File: src/rtl/shift_register_param.sv
// shift_register_param: WIDTH-bit universal register (hold/load/clear/shift/rotate) with an
// FSM-sequenced multi-step shift/rotate; single-cycle ops take effect on the next edge.
// No backpressure: sequenced ops run to completion, and busy/done report progress.
//
// Ports:
//   clk, rst            - clock, asynchronous active-high reset
//   enable, mode, d     - single-cycle operation select and parallel load data
//   ser_in              - fill bit for logical shifts (sampled live on every step)
//   start, amount       - launch a sequenced shift/rotate of `amount` steps
//   q, ser_out          - register contents, last bit shifted/rotated out
//   busy, done          - sequenced-op running / one-cycle completion pulse
module shift_register_param #(
  parameter int WIDTH = 8,
  parameter int CW    = $clog2(WIDTH) + 1
) (
  input  logic             clk,
  input  logic             rst,
  input  logic             enable,
  input  logic [2:0]       mode,
  input  logic [WIDTH-1:0] d,
  input  logic             ser_in,
  input  logic             start,
  input  logic [CW-1:0]    amount,
  output logic [WIDTH-1:0] q,
  output logic             ser_out,
  output logic             busy,
  output logic             done
);

  localparam logic [2:0] M_HOLD = 3'b000;
  localparam logic [2:0] M_LOAD = 3'b001;
  localparam logic [2:0] M_SHL  = 3'b010;
  localparam logic [2:0] M_SHR  = 3'b011;
  localparam logic [2:0] M_ROL  = 3'b100;
  localparam logic [2:0] M_ROR  = 3'b101;
  localparam logic [2:0] M_ASR  = 3'b110;
  localparam logic [2:0] M_CLR  = 3'b111;

  localparam logic [CW-1:0] CNT_ONE = CW'(1);

  typedef enum logic [1:0] {
    IDLE = 2'd0,
    RUN  = 2'd1,
    DONE = 2'd2
  } state_t;

  state_t           state_q, state_d;
  logic [WIDTH-1:0] q_q, q_d;
  logic             ser_out_q, ser_out_d;
  logic [2:0]       mode_q, mode_d;
  logic [CW-1:0]    cnt_q, cnt_d;
  logic             busy_q, busy_d;
  logic             done_q, done_d;

  logic             do_step;
  logic [2:0]       step_mode;
  logic             start_seq;

  // Only the shift/rotate modes are worth sequencing; start with any other
  // mode degenerates to a plain single-cycle operation.
  assign start_seq = start && (mode >= M_SHL) && (mode <= M_ASR);

  always_comb begin
    state_d   = state_q;
    mode_d    = mode_q;
    cnt_d     = cnt_q;
    do_step   = 1'b0;
    step_mode = mode;

    case (state_q)
      IDLE: begin
        if (start_seq) begin
          mode_d = mode;
          if (amount == '0) begin
            state_d = DONE;
          end else begin
            // First step happens on the start edge itself.
            state_d = RUN;
            do_step = 1'b1;
            cnt_d   = amount - CNT_ONE;
          end
        end else if (start || enable) begin
          do_step = 1'b1;
        end
      end
      RUN: begin
        step_mode = mode_q;
        // Count holds the steps still owed; once it is exhausted the FSM
        // spends this edge leaving RUN, so busy covers exactly `amount` cycles.
        if (cnt_q == '0) begin
          state_d = DONE;
        end else begin
          do_step = 1'b1;
          cnt_d   = cnt_q - CNT_ONE;
        end
      end
      DONE: begin
        state_d = IDLE;
      end
      default: begin
        state_d = IDLE;
      end
    endcase
  end

  always_comb begin
    q_d       = q_q;
    ser_out_d = ser_out_q;
    if (do_step) begin
      case (step_mode)
        M_HOLD: q_d = q_q;
        M_LOAD: q_d = d;
        M_SHL: begin
          q_d       = {q_q[WIDTH-2:0], ser_in};
          ser_out_d = q_q[WIDTH-1];
        end
        M_SHR: begin
          q_d       = {ser_in, q_q[WIDTH-1:1]};
          ser_out_d = q_q[0];
        end
        M_ROL: begin
          q_d       = {q_q[WIDTH-2:0], q_q[WIDTH-1]};
          ser_out_d = q_q[WIDTH-1];
        end
        M_ROR: begin
          q_d       = {q_q[0], q_q[WIDTH-1:1]};
          ser_out_d = q_q[0];
        end
        M_ASR: begin
          q_d       = {q_q[WIDTH-1], q_q[WIDTH-1:1]};
          ser_out_d = q_q[0];
        end
        M_CLR: begin
          q_d       = '0;
          ser_out_d = 1'b0;
        end
        default: q_d = q_q;
      endcase
    end
  end

  // Status flags are registered copies of the next-state decode.
  assign busy_d = (state_d == RUN);
  assign done_d = (state_d == DONE);

  always_ff @(posedge clk or posedge rst) begin
    if (rst) begin
      state_q   <= IDLE;
      q_q       <= '0;
      ser_out_q <= 1'b0;
      mode_q    <= M_HOLD;
      cnt_q     <= '0;
      busy_q    <= 1'b0;
      done_q    <= 1'b0;
    end else begin
      state_q   <= state_d;
      q_q       <= q_d;
      ser_out_q <= ser_out_d;
      mode_q    <= mode_d;
      cnt_q     <= cnt_d;
      busy_q    <= busy_d;
      done_q    <= done_d;
    end
  end

  assign q       = q_q;
  assign ser_out = ser_out_q;
  assign busy    = busy_q;
  assign done    = done_q;

endmodule

File: config.mk
export PLATFORM = sky130hd
export DESIGN_NAME = shift_register_param
export DESIGN_NICKNAME = d
export VERILOG_FILES = /design/src/rtl/shift_register_param.sv
export SDC_FILE = /design/constraint.sdc
export NUM_CORES = 1
export LEC_CHECK = 0
export ABC_CLOCK_PERIOD_IN_PS = 4260
export BUFFER_PORTS_ARGS = -buffer_cell sky130_fd_sc_hd__buf_2
export CAP_MARGIN = 30
export CORE_MARGIN = 2
export CORE_UTILIZATION = 57
export DETAILED_ROUTE_END_ITERATION = 10
export PLACE_DENSITY = 0.9
export SLEW_MARGIN = 20
export SYNTH_ARGS = -nofsm -noshare
export SYNTH_HDL_FRONTEND = slang
export SYNTH_SLANG_ARGS = --single-unit
File: constraint.sdc
create_clock -name clk -period 4.26 [get_ports clk]
set_input_delay 0.852 -clock clk [delete_from_list [all_inputs] [get_ports clk]]
set_output_delay 0.852 -clock clk [all_outputs]
set_load 0.005 [all_outputs]
Word level (Yosys, flattened, before mapping):

Cells that the tools add are included.

* input bits: 20
* logic and storage cells: 59
* register bits: 20
* output and inout bits: 11

* eq/ne operators: 13
* multiplexer cells: 16
* order comparisons: 2
* $add $sub $neg: 2
* reductions and logical operators: 16
* bitwise logic cells: 2

Operators with widths (number)
* 8-bit case mux with 7 select lines: 1
* 3-bit equality test, second input constant: 4
* 4-bit 2-to-1 mux: 3
* 4-bit logical NOT: 2
* 4-bit case mux with 2 select lines: 1
* 4-bit by 1-bit subtractor with 4-bit output, second input constant: 2
* 3-bit by 2-bit equality test with 1-bit output, second input constant: 2
* 2-bit 2-to-1 mux: 3
* 2-bit != test, second input constant: 3
* 2-bit AND reduction: 3
* 2-bit by 1-bit equality test with 1-bit output, second input constant: 2
* 1-bit 2-to-1 mux: 4
* 2-bit case mux with 2 select lines: 1
* 4-bit AND reduction: 1
* 3-bit by 1-bit equality test with 1-bit output, second input constant: 1
* 3-bit by 2-bit >= comparator with 1-bit output, second input constant: 1
* 3-bit less-or-equal comparator, second input constant: 1
* 3-bit logical NOT: 1
* 3-bit 2-to-1 mux: 1
* 1-bit case mux with 3 select lines: 1
* 3-bit AND reduction: 1
* 3-bit nonzero test: 1
* 3-bit OR reduction: 1
* 2-bit equality test, second input constant: 1
* 7 further kinds: 9

Longest topological paths before layout:

* depth after elaboration: 6
* mapped depth: 7
* gate-level depth less buffers: 6

Least setup slack after synthesis:

No wires, ideal clock.

* path kind: input -> register
* start: input mode[1]
* end: register cnt_q[0]
* arrival time: 2.287 ns
* stages on the path: 5
* slack: 1.845 ns
* path buffers: 1
* data required time: 4.133 ns
* setup time: 0.127 ns
* path through: buf_2 > and3_4 > nor4_1 > a21bo_2 > mux2_1

* cells in the longest elaborated chain, start to end: 5
* elaborated cells on any way between the ends: 6
* classes of those cells: 2 x order compare; 1 x eq/ne; 3 x reduce/logical

RTL lines
* from (decl): line 19 `input logic [2:0] mode,`
* 3-bit by 2-bit >= comparator with 1-bit output: line 61 `assign start_seq = start && (mode >= M_SHL) && (mode <= M_ASR);`
* 1-bit logical AND: line 61
* 1-bit logical AND *: line 61
* 2-bit != test (no line) *
* 4-bit AND reduction (no line) *
* to (signal assigned): line 160 `cnt_q <= cnt_d;`
* to (decl): line 51 `logic [CW-1:0] cnt_q, cnt_d;`

Every way passes the cells marked *; elsewhere a longest branch is shown, timed or not.
A chain may end at the register's enable or synchronous reset.

Worst setup path after layout:

* start: register state_q[0]
* end: register q_q[6] (netlist: q[6])

* cells in the longest elaborated chain, start to end: 5
* elaborated cells on any way between the ends: 15
* classes of those cells: 8 x eq/ne; 3 x mux; 1 x bitwise; 3 x reduce/logical

RTL lines
* from (decl): line 47 `state_t state_q, state_d;`
* from (signal assigned): line 156 `state_q <= state_d;`
* branches (longest 5 deep; another with 8-bit case mux with 7 select lines)
* to (signal assigned): line 157 `q_q <= q_d;`
* to (decl): line 48 `logic [WIDTH-1:0] q_q, q_d;`

Several ways; the timed one is not identified.

==> metrics.cfg <==
[outcome]
status = finished clean

[cells_and_area]
layout-drive-gt1-share_pct = 29.7
mostFrequentLayoutCells = 30 x buf_2, 21 x nand2_1, 20 x dfrtp_1, 11 x nor2_1, 10 x o31ai_1
n_antenna_cell = 0
layout_commonest_cell = buf_2
area_growth_pct = 13.5
stdcell_count = 193
final_nets = 187

[cts]
tritoncts = built
clk_latency_ps = 310
cts_resized = 0
clk_path_buf_depth = 2
post_cts_buffers = 0
hold_buffers = 0
htree_num_levels = 1
clock_sinks = 20
clk_pin_slew_ps = 110
cts_made_buffers = 3
root_buffer = clkbuf_4

[setup_path]
crit_type = flop to flop
crit_slowest_cell = nor2b_1
crit_chain = nor2b_1, mux2i_1, nor2_2, a221oi_1, o31ai_1
r2r_start = state_q[0]$_DFF_PP0_
r2r_cells = 5
startpoint = state_q[0]$_DFF_PP0_
critical-path-max-stage-delay_ps = 760
path_delay_family = simple AND/OR/NAND/NOR gates
critPathRequiredTime_ps = 4460
setup.worst_path.start_class = flop
crit_cells = 5
crit_fanout = 9
crit_buf_inv = 0
cp-end-kind = flop
arrival_ps = 2800

[placed_design]
post-dp-hpwl_um = 2390
dp.cells = 189
place.gp.congestion = 0.864
io_buffers = 30

[synthesis]
synth_edf_count = 0
synthesis.area_um2 = 1320
synthCells = 137
syn_avg_cell_area_um2 = 9.65
ys_warn_count = 0
synth-async-reset-ratio_pct = 100
synth_flop_cell = dfrtp_1
syn_nets = 158
ys_seq_elements = 20
synth-seq-area-share_pct = 37.8
synth.distinct_cells = 46

[pwr]
p_sw_uw = 555
seqPwrFrac_pct = 32.3
switching_share_pct = 45.3
clockPowerShare_pct = 9.2
intPower_uw = 670
power_frac_comb_pct = 58.6
leakagePower_uw = 0.000691
peakVddDrop_mv = 0.429
power_density_nw_per_um2 = 816

[worst_hold_path]
worstHoldStart = cnt_q[3]$_DFFE_PP0P_
hp-class = flop to flop
whs_path_depth = 1

[sta]
max_freq_ghz = 0.383
slew_headroom_pct = 39.6
rsz0062_at_grt = false
min_period_ps = 2610
setup_violations = 0
worst_pin_slew_ps = 904
fin_skew_ps = 0.749
fin_setup_tns_ps = 0
hold_violations = 0
slew_violations = 0
timing.final.crit_share_pct = 61.2

[floorplan]
die_w_um = 52.2
die_area_um2 = 2720
core_area_um2 = 2210
initial_utilization_pct = 59.8
die_h_um = 52.2
io_pins = 31
num_rows = 17

[global_routing]
track_usage_pct = 26.7
gr-total-overflow = 0
grt_antenna_before_repair = 0
grt_pass1_wl_um = 5400
grt_pass1_vias = 1145
grt_max_degree = 21

[drt]
first_iter_violations = 57
vias = 1292
dr.pass1.iters = 4
wl_per_cell_um = 16.9
antenna_left = 0
via_per_inst = 6.69
drt_wl_total_um = 3260
drc = 0

[flow_run]
drv_cap = 0

[metrics by stage]
step / instance area (um2) / worst slack [ps] / total power [uW] / util, % / hold WS (ps)
finish: 1500 / 1650 / 1230 / 67.9 / 522
floorplan: 1320 / 1850 / 946 / - / 470
global route: 1500 / 1480 / 1320 / 67.9 / 538
global placement: 1470 / 1740 / 1050 / 66.2 / 492
detailed placement: 1470 / 1640 / 1100 / 66.2 / 492
CTS: 1500 / 1740 / 1220 / 67.9 / 511
[power by group through the flow]
stage / combinational [uW] / clock (uW) / sequential [uW]
6_report: 718 / 112 / 395
5_1_grt: 801 / 118 / 402
4_1_cts: 712 / 114 / 389
3_3_place_gp: 669 / 0 / 380
3_5_place_dp: 708 / 0 / 393
2_1_floorplan: 577 / 0 / 368
[flip-flops by register name, summed over array words and instances, names as in the netlist]
register  flops
state_q       2
mode_q        3
q             8
ser_out       1
cnt_q         4
busy          1
done          1
[cell type report]
class                           count  area (um2)
Multi-Input combinational cell    108         768
Fill cell                         188         711
Sequential cell                    20         500
Timing Repair Buffer               30         150
Clock buffer                        4        36.3
Tap cell                           28        35.0
Inverter                            3        11.3
[worst paths after layout]
path | end | slack [ps]
hold reg to reg | state_q[1]$_DFF_PP0_ | 520
hold / removal | state_q[1]$_DFF_PP0_ | 520
setup reg to reg | q[6]$_DFFE_PP0P_ | 1650
min in group asynchronous | q[3]$_DFFE_PP0P_ | 650
max in group asynchronous | mode_q[1]$_DFFE_PP0P_ | 3140
setup / recovery | q[6]$_DFFE_PP0P_ | 1650
[layer usage]
| metal | up-vias | GRT usage [%] | part of all wire (%) |
|---|---|---|---|
| met5 | - | 0 | 0 |
| met4 | 0 | 8.97 | 1.6 |
| met3 | 10 | 3.43 | 7.6 |
| met2 | 70 | 43.7 | 48 |
| met1 | 621 | 36.5 | 43 |
| li1 | 591 | - | - |
[cell usage after synthesis (2+ instances only)]
cell	count	area, um2
nand2_1	21	78.8
dfrtp_1	20	500
nor2_1	11	41.3
o31ai_1	10	75.1
mux2_1	7	78.8
a221oi_1	6	52.6
o21ai_0	6	30.0
mux2i_1	5	50.1
a21oi_1	3	15.0
a31oi_1	3	18.8
inv_1	3	11.3
a21bo_2	2	20.0
and4bb_2	2	25.0
buf_6	2	22.5
clkbuf_1	2	7.51
nand3_1	2	10.0
o22ai_1	2	12.5
or4_2	2	17.5
[cell families after synthesis]
family	synth area share, %
compound gates	26.0
fa+ha+maj	0.946
buf+inv	4.07
flops	37.8
mux	12.8
simple gates	18.4
Power figures use the tool's default switching activity.
